==> src/rtl/serial_subtractor_if.sv <==
// Start/operand request and result bus of the bit-serial subtractor.
interface serial_subtractor_if #(
    parameter int unsigned WIDTH = 8
);
    logic             start;
    logic [WIDTH-1:0] a;
    logic [WIDTH-1:0] b;
    logic             busy;
    logic             done;
    logic [WIDTH-1:0] diff;
    logic             borrow;

    modport master (
        output start, a, b,
        input  busy, done, diff, borrow
    );

    modport slave (
        input  start, a, b,
        output busy, done, diff, borrow
    );
endinterface

==> src/rtl/serial_subtractor.sv <==
// Bit-serial unsigned subtractor: one full-subtractor step per clock, LSB first,
// result and final borrow valid with a one-cycle done pulse after WIDTH steps.
module serial_subtractor #(
    parameter int unsigned WIDTH = 8
) (
    input  logic                clk,
    input  logic                rst_n,
    serial_subtractor_if.slave  bus
);
    localparam int unsigned CNT_W = (WIDTH > 1) ? $clog2(WIDTH) : 1;

    typedef enum logic [1:0] {
        S_IDLE  = 2'd0,
        S_SHIFT = 2'd1,
        S_DONE  = 2'd2
    } state_t;

    state_t           r_state;
    state_t           w_state_next;
    logic             w_accept;
    logic             w_last;
    logic             w_d;
    logic             w_br_next;

    logic [WIDTH-1:0] r_a;
    logic [WIDTH-1:0] r_b;
    logic [WIDTH-1:0] r_diff;
    logic             r_br;
    logic [CNT_W-1:0] r_cnt;
    logic             r_busy;
    logic             r_done;

    // State register
    always_ff @(posedge clk or negedge rst_n) begin
        if (!rst_n) begin
            r_state <= S_IDLE;
        end else begin
            r_state <= w_state_next;
        end
    end

    // Next state, start acceptance and the full-subtractor step
    always_comb begin
        w_state_next = r_state;
        w_accept     = 1'b0;
        w_last       = 1'b0;
        w_d          = r_a[0] ^ r_b[0] ^ r_br;
        w_br_next    = (~r_a[0] & r_b[0]) | (~(r_a[0] ^ r_b[0]) & r_br);
        case (r_state)
            S_IDLE: begin
                if (bus.start) begin
                    w_accept     = 1'b1;
                    w_state_next = S_SHIFT;
                end
            end
            S_SHIFT: begin
                w_last = (r_cnt == CNT_W'(WIDTH - 1));
                if (w_last) begin
                    w_state_next = S_DONE;
                end
            end
            S_DONE: begin
                // A start here chains straight into the next operation
                if (bus.start) begin
                    w_accept     = 1'b1;
                    w_state_next = S_SHIFT;
                end else begin
                    w_state_next = S_IDLE;
                end
            end
            default: begin
                w_state_next = S_IDLE;
            end
        endcase
    end

    // Datapath and registered status flags
    always_ff @(posedge clk or negedge rst_n) begin
        if (!rst_n) begin
            r_a    <= '0;
            r_b    <= '0;
            r_diff <= '0;
            r_br   <= 1'b0;
            r_cnt  <= '0;
            r_busy <= 1'b0;
            r_done <= 1'b0;
        end else begin
            r_busy <= (w_state_next == S_SHIFT);
            r_done <= (w_state_next == S_DONE);
            if (w_accept) begin
                r_a    <= bus.a;
                r_b    <= bus.b;
                r_diff <= '0;
                r_br   <= 1'b0;
                r_cnt  <= '0;
            end else if (r_state == S_SHIFT) begin
                r_a    <= r_a >> 1;
                r_b    <= r_b >> 1;
                r_diff <= {w_d, r_diff[WIDTH-1:1]};
                r_br   <= w_br_next;
                // Counter parks at WIDTH-1 on the last step instead of wrapping
                if (!w_last) begin
                    r_cnt <= r_cnt + CNT_W'(1);
                end
            end
        end
    end

    assign bus.busy   = r_busy;
    assign bus.done   = r_done;
    assign bus.diff   = r_diff;
    assign bus.borrow = r_br;

endmodule

==> src/flat_wrapper.sv <==
// flat-port wrapper written by rule: the top's interface ports become plain ports
module serial_subtractor_flat 
#(
    parameter int unsigned WIDTH = 8
)
  (clk, rst_n, bus_start, bus_a, bus_b, bus_busy, bus_done, bus_diff, bus_borrow);
  serial_subtractor_if #(.WIDTH(WIDTH)) bus_i ();
  input  logic clk;
  input  logic rst_n;
  input wire logic [$bits(bus_i.start)-1:0] bus_start;
  input wire logic [$bits(bus_i.a)-1:0] bus_a;
  input wire logic [$bits(bus_i.b)-1:0] bus_b;
  output wire logic [$bits(bus_i.busy)-1:0] bus_busy;
  output wire logic [$bits(bus_i.done)-1:0] bus_done;
  output wire logic [$bits(bus_i.diff)-1:0] bus_diff;
  output wire logic [$bits(bus_i.borrow)-1:0] bus_borrow;
  assign bus_i.start = bus_start;
  assign bus_i.a = bus_a;
  assign bus_i.b = bus_b;
  assign bus_busy = bus_i.busy;
  assign bus_done = bus_i.done;
  assign bus_diff = bus_i.diff;
  assign bus_borrow = bus_i.borrow;
  serial_subtractor #(.WIDTH(WIDTH)) u_core (.clk(clk), .rst_n(rst_n), .bus(bus_i));
endmodule
==> config.mk <==
export PLATFORM = sky130hd
export DESIGN_NAME = serial_subtractor_flat
export DESIGN_NICKNAME = d
export VERILOG_FILES = /design/src/rtl/serial_subtractor_if.sv /design/src/rtl/serial_subtractor.sv /design/src/flat_wrapper.sv
export SDC_FILE = /design/constraint.sdc
export NUM_CORES = 1
export LEC_CHECK = 0
export CAP_MARGIN = 20
export CORE_UTILIZATION = 30
export CTS_BUF_LIST = sky130_fd_sc_hd__clkbuf_16
export CTS_CLUSTER_DIAMETER = 80
export CTS_CLUSTER_SIZE = 30
export DETAILED_ROUTE_END_ITERATION = 7
export MAX_ROUTING_LAYER = met4
export PLACE_DENSITY = 0.63
export SLEW_MARGIN = 10
export SYNTH_ARGS = -nofsm -noshare
export SYNTH_HDL_FRONTEND = slang
export SYNTH_SLANG_ARGS = --single-unit
==> constraint.sdc <==
create_clock -name clk -period 1.8 [get_ports clk]
set_input_delay 0.18 -clock clk [delete_from_list [all_inputs] [get_ports clk]]
set_output_delay 0.18 -clock clk [all_outputs]
set_load 0.02 [all_outputs]
Word-level counts from Yosys, hierarchy flattened
Index checks and enable logic that the tools add are counted.
- memory bits (writable): 0
- memories: 0
- memory bits (read-only): 0
- latch bits: 0
- register bits after elaboration: 32
- output and inout bits: 11
- shifts and indexed selects: 0
- magnitude comparators: 0
- add/sub/neg operators: 1
- reductions and logical operators: 4
- eq/ne operators: 6
- divide/modulo/power cells: 0
- multiply operators: 0
- mux-type cells: 18
- bitwise operators: 7
- operators by type and width (cell ; count):
    8-bit 2-to-1 mux ; 6
    3-bit 2-to-1 mux ; 3
    1-bit 2-to-1 mux ; 6
    2-bit one-hot mux with 3 select lines ; 1
    2-bit by 1-bit equality test with 1-bit output, second input constant ; 2
    2-bit equality test, second input constant ; 2
    2-bit 2-to-1 mux ; 2
    3-bit by 1-bit adder with 3-bit output, second input constant ; 1
    3-bit equality test, second input constant ; 1
    1-bit AND ; 2
    2-bit logical NOT ; 1
    2-bit by 1-bit != test with 1-bit output, second input constant ; 1
    1-bit NOT ; 2
    2-bit AND reduction ; 1
    2-bit nonzero test ; 1
    2-bit OR reduction ; 1
    1-bit XOR ; 2
    1-bit OR ; 1

Logic depth before layout (Yosys ltp)
Gate-level depths: netlist (run 1).
- word-level depth: 6
- depth in mapped cells: 6
- depth with buffers taken out: 6

Least setup slack after synthesis (run 1)
OpenSTA, ideal clock, no wires.
- path type: register to register
- start point: reg u_core.r_br (netlist: u_core.bus.borrow)
- end point: reg u_core.r_br (netlist: u_core.bus.borrow)
- setup slack: 368 ps
- data required time: 1679 ps
- arrival: 1311 ps
- buffers on the path: 0
- clock period less this slack: 1432 ps
- stages on the path, launching flop included: 4
- cell sequence: dfrtp_1 -> fa_1 -> mux2_2 -> a22o_1
- word-level cells in the longest chain between the ends: 4
- RTL lines (what ; RTL line ; text):
    from (decl) ; serial_subtractor.sv:28 ; logic r_br;
    from (signal assigned) ; serial_subtractor.sv:100 ; r_br <= w_br_next;
    1-bit AND ; serial_subtractor.sv:48 ; w_br_next = (~r_a[0] & r_b[0]) | (~(r_a[0] ^ r_b[0]) & r_br);
    1-bit OR ; serial_subtractor.sv:48 ;
    1-bit 2-to-1 mux ; serial_subtractor.sv:96 ; end else if (r_state == S_SHIFT) begin
    1-bit 2-to-1 mux ; serial_subtractor.sv:90 ; if (w_accept) begin
Every way passes these cells. The select of a mux whose other input is x is not followed.
A chain may end at the register's enable or synchronous reset.

Worst setup path in the final report (run 1)
- start point: reg u_core.r_cnt[0]
- end point: reg u_core.r_cnt[1]
- word-level cells in the longest chain between the ends: 4
- RTL lines (what ; RTL line ; text):
    from (decl) ; serial_subtractor.sv:29 ; logic [CNT_W-1:0] r_cnt;
    from (signal assigned) ; serial_subtractor.sv:103 ; r_cnt <= r_cnt + CNT_W'(1);
    3-bit by 1-bit adder with 3-bit output or 3-bit equality test (tied branches) ; serial_subtractor.sv:103, serial_subtractor.sv:57 ;
    3-bit 2-to-1 mux or 1-bit 2-to-1 mux (tied branches) ; serial_subtractor.sv:102, serial_subtractor.sv:49 ;
    3-bit 2-to-1 mux or 2-bit by 1-bit != test with 1-bit output (tied branches) ; n/a ;
    3-bit 2-to-1 mux or 2-bit AND reduction (tied branches) ; n/a ;
Parallel ways exist; a longest one is shown, timed or not. The select of a mux whose other input is x is not followed.

==> run_results.csv, run 1 <==
group,metric,value,unit
setup_path,crit_required,1.95,ns
power,power-per-cell-area,1730,nW/um^2
setup_path,cp.depth,5,
sta,min_period_over_period,85.0,%
clock_network,clock_latency,0.27,ns
detailed_routing,wire_per_inst,12.7,um
setup_path,path_cells,"ha_1, ha_1, nor3b_2, nor2_4, a22o_1",
die,die_w,73.1,um
detailed_routing,dr.pass1.iters,3,
sta,slew_violations,0,
synthesis,synth_top_area_cell,"dfrtp_1",
clock_network,cts_max_level,2,
synthesis,synth_edf_count,0,
synthesis,synth_seq_cells,32,
synthesis,synthArstFlopShare,100,%
clock_network,max-clock-path-buffers,2,
synthesis,yosysUniqueCellTypes,28,
synthesis,yosysMostFrequentCell,"dfrtp_1",
setup_path,rr_startpoint,"u_core.r_cnt[0]$_DFFE_PN0P_",
detailed_routing,drtIter0Drc,37,
detailed_routing,drcViolationCount,0,
setup_path,cp_num_buf_inv,0,
synthesis,synthMuxAreaShare,9.82,%
die,dieArea,5340,um^2
global_route,grt_pass1_wl,5.04,mm
global_route,antenna_found_initial,0,
setup_path,critical_path_class,"flip-flop to flip-flop",
setup_path,end_kind,"flip-flop",
place,port_buffers,29,
setup_path,start_kind,"flip-flop",
clock_network,cts_resized,0,
die,io_pins,30,
place,dp_hpwl,2.10,mm
die,die_y,73.1,um
setup_path,crit_arrival,1.68,ns
detailed_routing,routed_via_density,4.74,
sta,holdWs,0.303,ns
setup_path,max_stage_delay,0.38,ns
setup_path,r2r_cells,5,
synthesis,synth_common_cells,"dfrtp_1, a21oi_1, inv_1",
finish,syn_to_final_growth,30.4,%
sta,min_period,1.53,ns
setup_path,cp_slowest_cell,"dfrtp_1",
die,rows,25,
sta,tightest_slew,0.572,ns
detailed_routing,ant_nets,0,
global_route,grtUsageTotal,12.9,%
clock_network,post_cts_buffers,0,
clock_network,cts_sinks,32,
clock_network,cts_root_buf,"clkbuf_16",
detailed_routing,vias,1076,
sta,fmax,654,MHz
clock_network,path_clk_slew,0.05,ns
power,peakVddDrop,0.651,mV
place,place_congestion,0.742,
finish,drive_gt1_share,13.8,%
synthesis,synth_fp_nets,152,
global_route,first_global_vias,1110,
die,initial_core_util,31.7,%
sta,grt_setup_unrepaired,"false",
place,dp_slack,0.250,ns
clock_network,cts_hold_buffers,0,
run_status,outcome,"finished clean",
clock_network,cts_tree,"built",
worst_hold_path,hold_path_class,"input port to asynchronous set/reset pin",
die,fp.coreArea,4790,um^2
sta,setup_viol,0,
setup_path,rr_endpoint,"u_core.r_cnt[1]$_DFFE_PN0P_",
power,power.total,3.42,mW
place,postPlaceCellArea,1850,um^2
synthesis,synth_top_family_by_area,"compound AO/OA/AOI/OAI gates",
sta,fin_skew,0.00386,ns
setup_path,crit_fanout,4,
synthesis,synth-main-ff-cell,"dfrtp_1",
global_route,grt_max_degree,33,
synthesis,synth_top_area_share,52.8,%
sta,hold_viol_final,0,
sta,relSlewSlack,61.9,%
synthesis,synth.avg_cell_area,11.7,um^2
synthesis,yosys.area_share.simple,7.10,%
clock_network,cts-buffers-inserted,5,
synthesis,synth-xor-area-share,0,%
setup_path,cpLargestDelayFamily,"adder cells",
synthesis,yosys_warnings,0,
synthesis,synthCells,130,
run,cap_viol_max_count,0,
synthesis,synthAdderAreaFrac,2.97,%
finish,finalNetCount,184,
synthesis,yosys-top-cells-area,"dfrtp_1, a22o_1, mux2_2",
finish,n_fill_cell,447,
setup_path,ff2ff_setup_slack,0.27,ns
sta,setup_ws,0.270,ns
synthesis,synth_compound_area_share,18.8,%
finish,final_core_util,41.3,%
global_route,grt_remaining_overflow,0,
finish,instances_no_fill,227,
power,total_leakage_power,0.879,nW
place,dpl.cell_count,222,
finish,antennaDiodeCount,0,
detailed_routing,routed_wl,2.88,mm
setup_path,cpMostUsedCell,"ha_1",
synthesis,synth_area,1520,um^2
synthesis,yosysSeqAreaShare,52.8,%
sta,fin_setup_tns,0,ns
finish,fin_area,1980,um^2
## cell type report
class                   count  area, um^2  share of cell area [%]
clock buffers               5         125                    6.33
inverters                  14        52.6                    2.66
multi-input cells          75         587                    29.7
flip-flops and latches     32         801                    40.5
well taps                  67        83.8                    4.24
repair buffers             34         328                    16.6
## worst max path at each step
stage,to,from
floorplan,u_core.bus.borrow$_DFFE_PN0P_,u_core.bus.borrow$_DFFE_PN0P_
global placement,u_core.r_b[3]$_DFFE_PN0P_,bus_start
detailed placement,u_core.r_a[3]$_DFFE_PN0P_,bus_start
CTS,u_core.r_cnt[1]$_DFFE_PN0P_,u_core.r_cnt[0]$_DFFE_PN0P_
global route,u_core.r_b[5]$_DFFE_PN0P_,u_core.r_state[0]$_DFF_PN0_
finish,u_core.r_cnt[1]$_DFFE_PN0P_,u_core.r_cnt[0]$_DFFE_PN0P_
## state kept, by name, summed over array words and instances, names as in the netlist
signal             count
u_core.bus.diff        8
u_core.bus.busy        1
u_core.r_b             8
u_core.r_cnt           3
u_core.r_a             8
u_core.r_state         2
u_core.bus.done        1
u_core.bus.borrow      1
## routing by layer
metal | global-route usage, % | share of wire [%] | vias up
met5 | - | 0 | -
met4 | 3.92 | 0.55 | 0
met3 | 4.97 | 4.5 | 4
met2 | 19.9 | 49 | 24
met1 | 15.5 | 46 | 527
li1 | - | - | 521
## where the power goes
group	total, mW	leakage [nW]	switching, mW	internal (mW)
clock	0.742	0.0616	0.256	0.485
combinational	1.38	0.426	0.671	0.708
sequential	1.30	0.391	0.257	1.04
total	3.42	0.879	1.18	2.23
## cell families (layout without fill, tap and decap cells)
family | count (synthesis) | after routing
AO/OA/AOI/OAI | 43 | 43
flip-flops | 32 | 32
adder cells (fa/ha/maj) | 3 | 3
AND/OR/NAND/NOR | 15 | 15
buffers and inverters | 23 | 53
multiplexers | 14 | 14
## cell usage in the layout, fill, tap and decap left out
cell,n
dfrtp_1,32
clkdlybuf4s50_1,29
a21oi_1,14
inv_1,13
a22o_1,12
o22ai_1,10
mux2i_1,7
mux2_2,7
clkbuf_16,5
buf_4,5
nor2b_1,4
a211oi_1,4
nor2_1,2
nor2_4,2
o21ai_0,2
ha_1,2
nand2b_2,1
and2b_1,1
nor3b_2,1
inv_2,1
a21o_1,1
nand2b_1,1
or3b_1,1
nand2_1,1
nand3_1,1
fa_1,1
Power figures use the tool's default switching activity.
==> run 2, diff against run 1 <==
- clock period: 1.8 -> 1.45 ns (I/O delays scaled with it)
==> run_results.csv, run 2 (synthesized netlist as in run 1, its figures left out) <==
group,metric,value,unit
global_route,grt_remaining_overflow,0,
finish,n_fill_cell,447,
power,total_leakage_power,1.02,nW
global_route,grt_max_degree,33,
clock_network,clock_latency,0.28,ns
run,cap_viol_max_count,0,
sta,min_period_over_period,96.8,%
setup_path,startpoint,"u_core.r_cnt[1]$_DFFE_PN0P_",
finish,multiInputGateArea,596,um^2
clock_network,max-clock-path-buffers,2,
sta,tightest_slew,0.408,ns
detailed_routing,routed_via_density,4.67,
global_route,grt_pass1_wl,4.97,mm
sta,setup_viol,0,
worst_hold_path,hold_path_class,"input port to asynchronous set/reset pin",
setup_path,rr_startpoint,"u_core.r_cnt[1]$_DFFE_PN0P_",
sta,setup_ws,0.0470,ns
sta,fin_skew,0.00406,ns
sta,hold_viol_final,0,
die,initial_core_util,31.7,%
global_route,antenna_found_initial,0,
detailed_routing,drtIter0Drc,19,
place,place_congestion,0.775,
clock_network,path_clk_slew,0.05,ns
die,fp.coreArea,4790,um^2
finish,layout_common_cells,"dfrtp_1, clkdlybuf4s50_1, a21oi_1",
setup_path,crit_fanout,4,
die,die_w,73.1,um
finish,final_core_util,43.5,%
sta,slew_violations,0,
setup_path,start_kind,"flip-flop",
clock_network,cts_root_buf,"clkbuf_16",
finish,mostFrequentLayoutCell,"dfrtp_1",
setup_path,crit_arrival,1.56,ns
sta,min_period,1.40,ns
detailed_routing,ant_nets,0,
finish,instances_no_fill,235,
sta,fin_setup_tns,0,ns
finish,seq_area,802,um^2
clock_network,cts-buffers-inserted,5,
finish,finalNetCount,189,
sta,fmax,713,MHz
setup_path,end_kind,"flip-flop",
clock_network,cts_max_level,2,
clock_network,cts_sinks,32,
detailed_routing,routed_wl,2.89,mm
finish,syn_to_final_growth,37.2,%
die,io_pins,30,
global_route,first_global_vias,1119,
place,dp_hpwl,2.09,mm
setup_path,critical_path_class,"flip-flop to flip-flop",
setup_path,crit_required,1.61,ns
detailed_routing,vias,1097,
detailed_routing,dr.pass1.iters,4,
run_status,outcome,"finished clean",
place,port_buffers,29,
place,dpl.cell_count,225,
detailed_routing,wire_per_inst,12.3,um
global_route,grtUsageTotal,12.8,%
power,peakVddDrop,0.958,mV
finish,drive_gt1_share,19.0,%
place,dp_slack,-0.0395,ns
detailed_routing,drcViolationCount,0,
power,power-per-cell-area,2190,nW/um^2
die,die_y,73.1,um
finish,antennaDiodeCount,0,
clock_network,cts_tree,"built",
die,rows,25,
die,dieArea,5340,um^2
sta,relSlewSlack,72.8,%
## run 2: per-layer routing
layer | vias up | global-route usage, % | part of all wire [%]
li1 | 533 | - | -
met1 | 533 | 13.6 | 44
met2 | 25 | 21.5 | 50
met3 | 6 | 3.59 | 4.5
met4 | 0 | 6.97 | 2.2
met5 | - | - | 0
## run 2: path summary, 6_finish.rpt
| kind | to | slack (ns) | depth (start not counted) |
|---|---|---|---|
| setup reg to reg | u_core.r_cnt[1]$_DFFE_PN0P_ | 0.05 | 5 |
| setup / recovery | u_core.r_cnt[1]$_DFFE_PN0P_ | 0.05 | 5 |
| max in group asynchronous | u_core.r_state[1]$_DFF_PN0_ | 0.87 | 2 |
| hold reg to reg | u_core.r_b[4]$_DFFE_PN0P_ | 0.52 | 2 |
| hold / removal | u_core.r_a[7]$_DFFE_PN0P_ | 0.27 | 2 |
| min in group clk | u_core.r_a[1]$_DFFE_PN0P_ | 0.48 | 3 |
## run 2: stage by stage
stage                     hold slack (ns)  total power, mW  instance area (um^2)
after global routing                0.319             4.91                  2080
after CTS                           0.281             4.59                  2040
after detailed placement            0.480             3.40                  1870
after floorplan                    -0.151             2.81                  1520
final                               0.266             4.57                  2080
after global placement              0.466             3.29                  1870
## run 2: area by class of cell
| type | instances | area share, % |
|---|---|---|
| clock inverter | 3 | 2.04 |
| multi-input combinational | 75 | 28.6 |
| sequential | 32 | 38.5 |
| tap | 67 | 4.03 |
| timing repair buffer | 39 | 18.2 |
| inverter | 14 | 2.53 |
| clock buffer | 5 | 6.01 |
## run 2: power breakdown
| group | internal [mW] | leakage [nW] | switching [mW] |
|---|---|---|---|
| Sequential | 1.29 | 0.389 | 0.303 |
| Combinational | 0.955 | 0.546 | 0.845 |
| Clock | 0.805 | 0.0798 | 0.367 |
## run 2: what timing repair did
item | 4_1_cts | 5_1_grt
setup buffers | 0 | 2
hold buffers | 0 | 0
pin swaps | 1 | 1
gates resized for setup | 2 | 8
setup endpoints to repair | 3 | 20
## run 2: worst max-delay path, stage by stage (launching register included)
cell and delay [ns]:
dfrtp_1 0.39, ha_1 0.20, ha_2 0.20, nor3b_4 0.25, nor2_4 0.07, a22o_1 0.19
==> run 3, diff against run 2 <==
- SLEW_MARGIN: 10 -> not set
==> results of run 3 <==
Same layout as run 2: the final DEF is identical, and so are final timing and power.
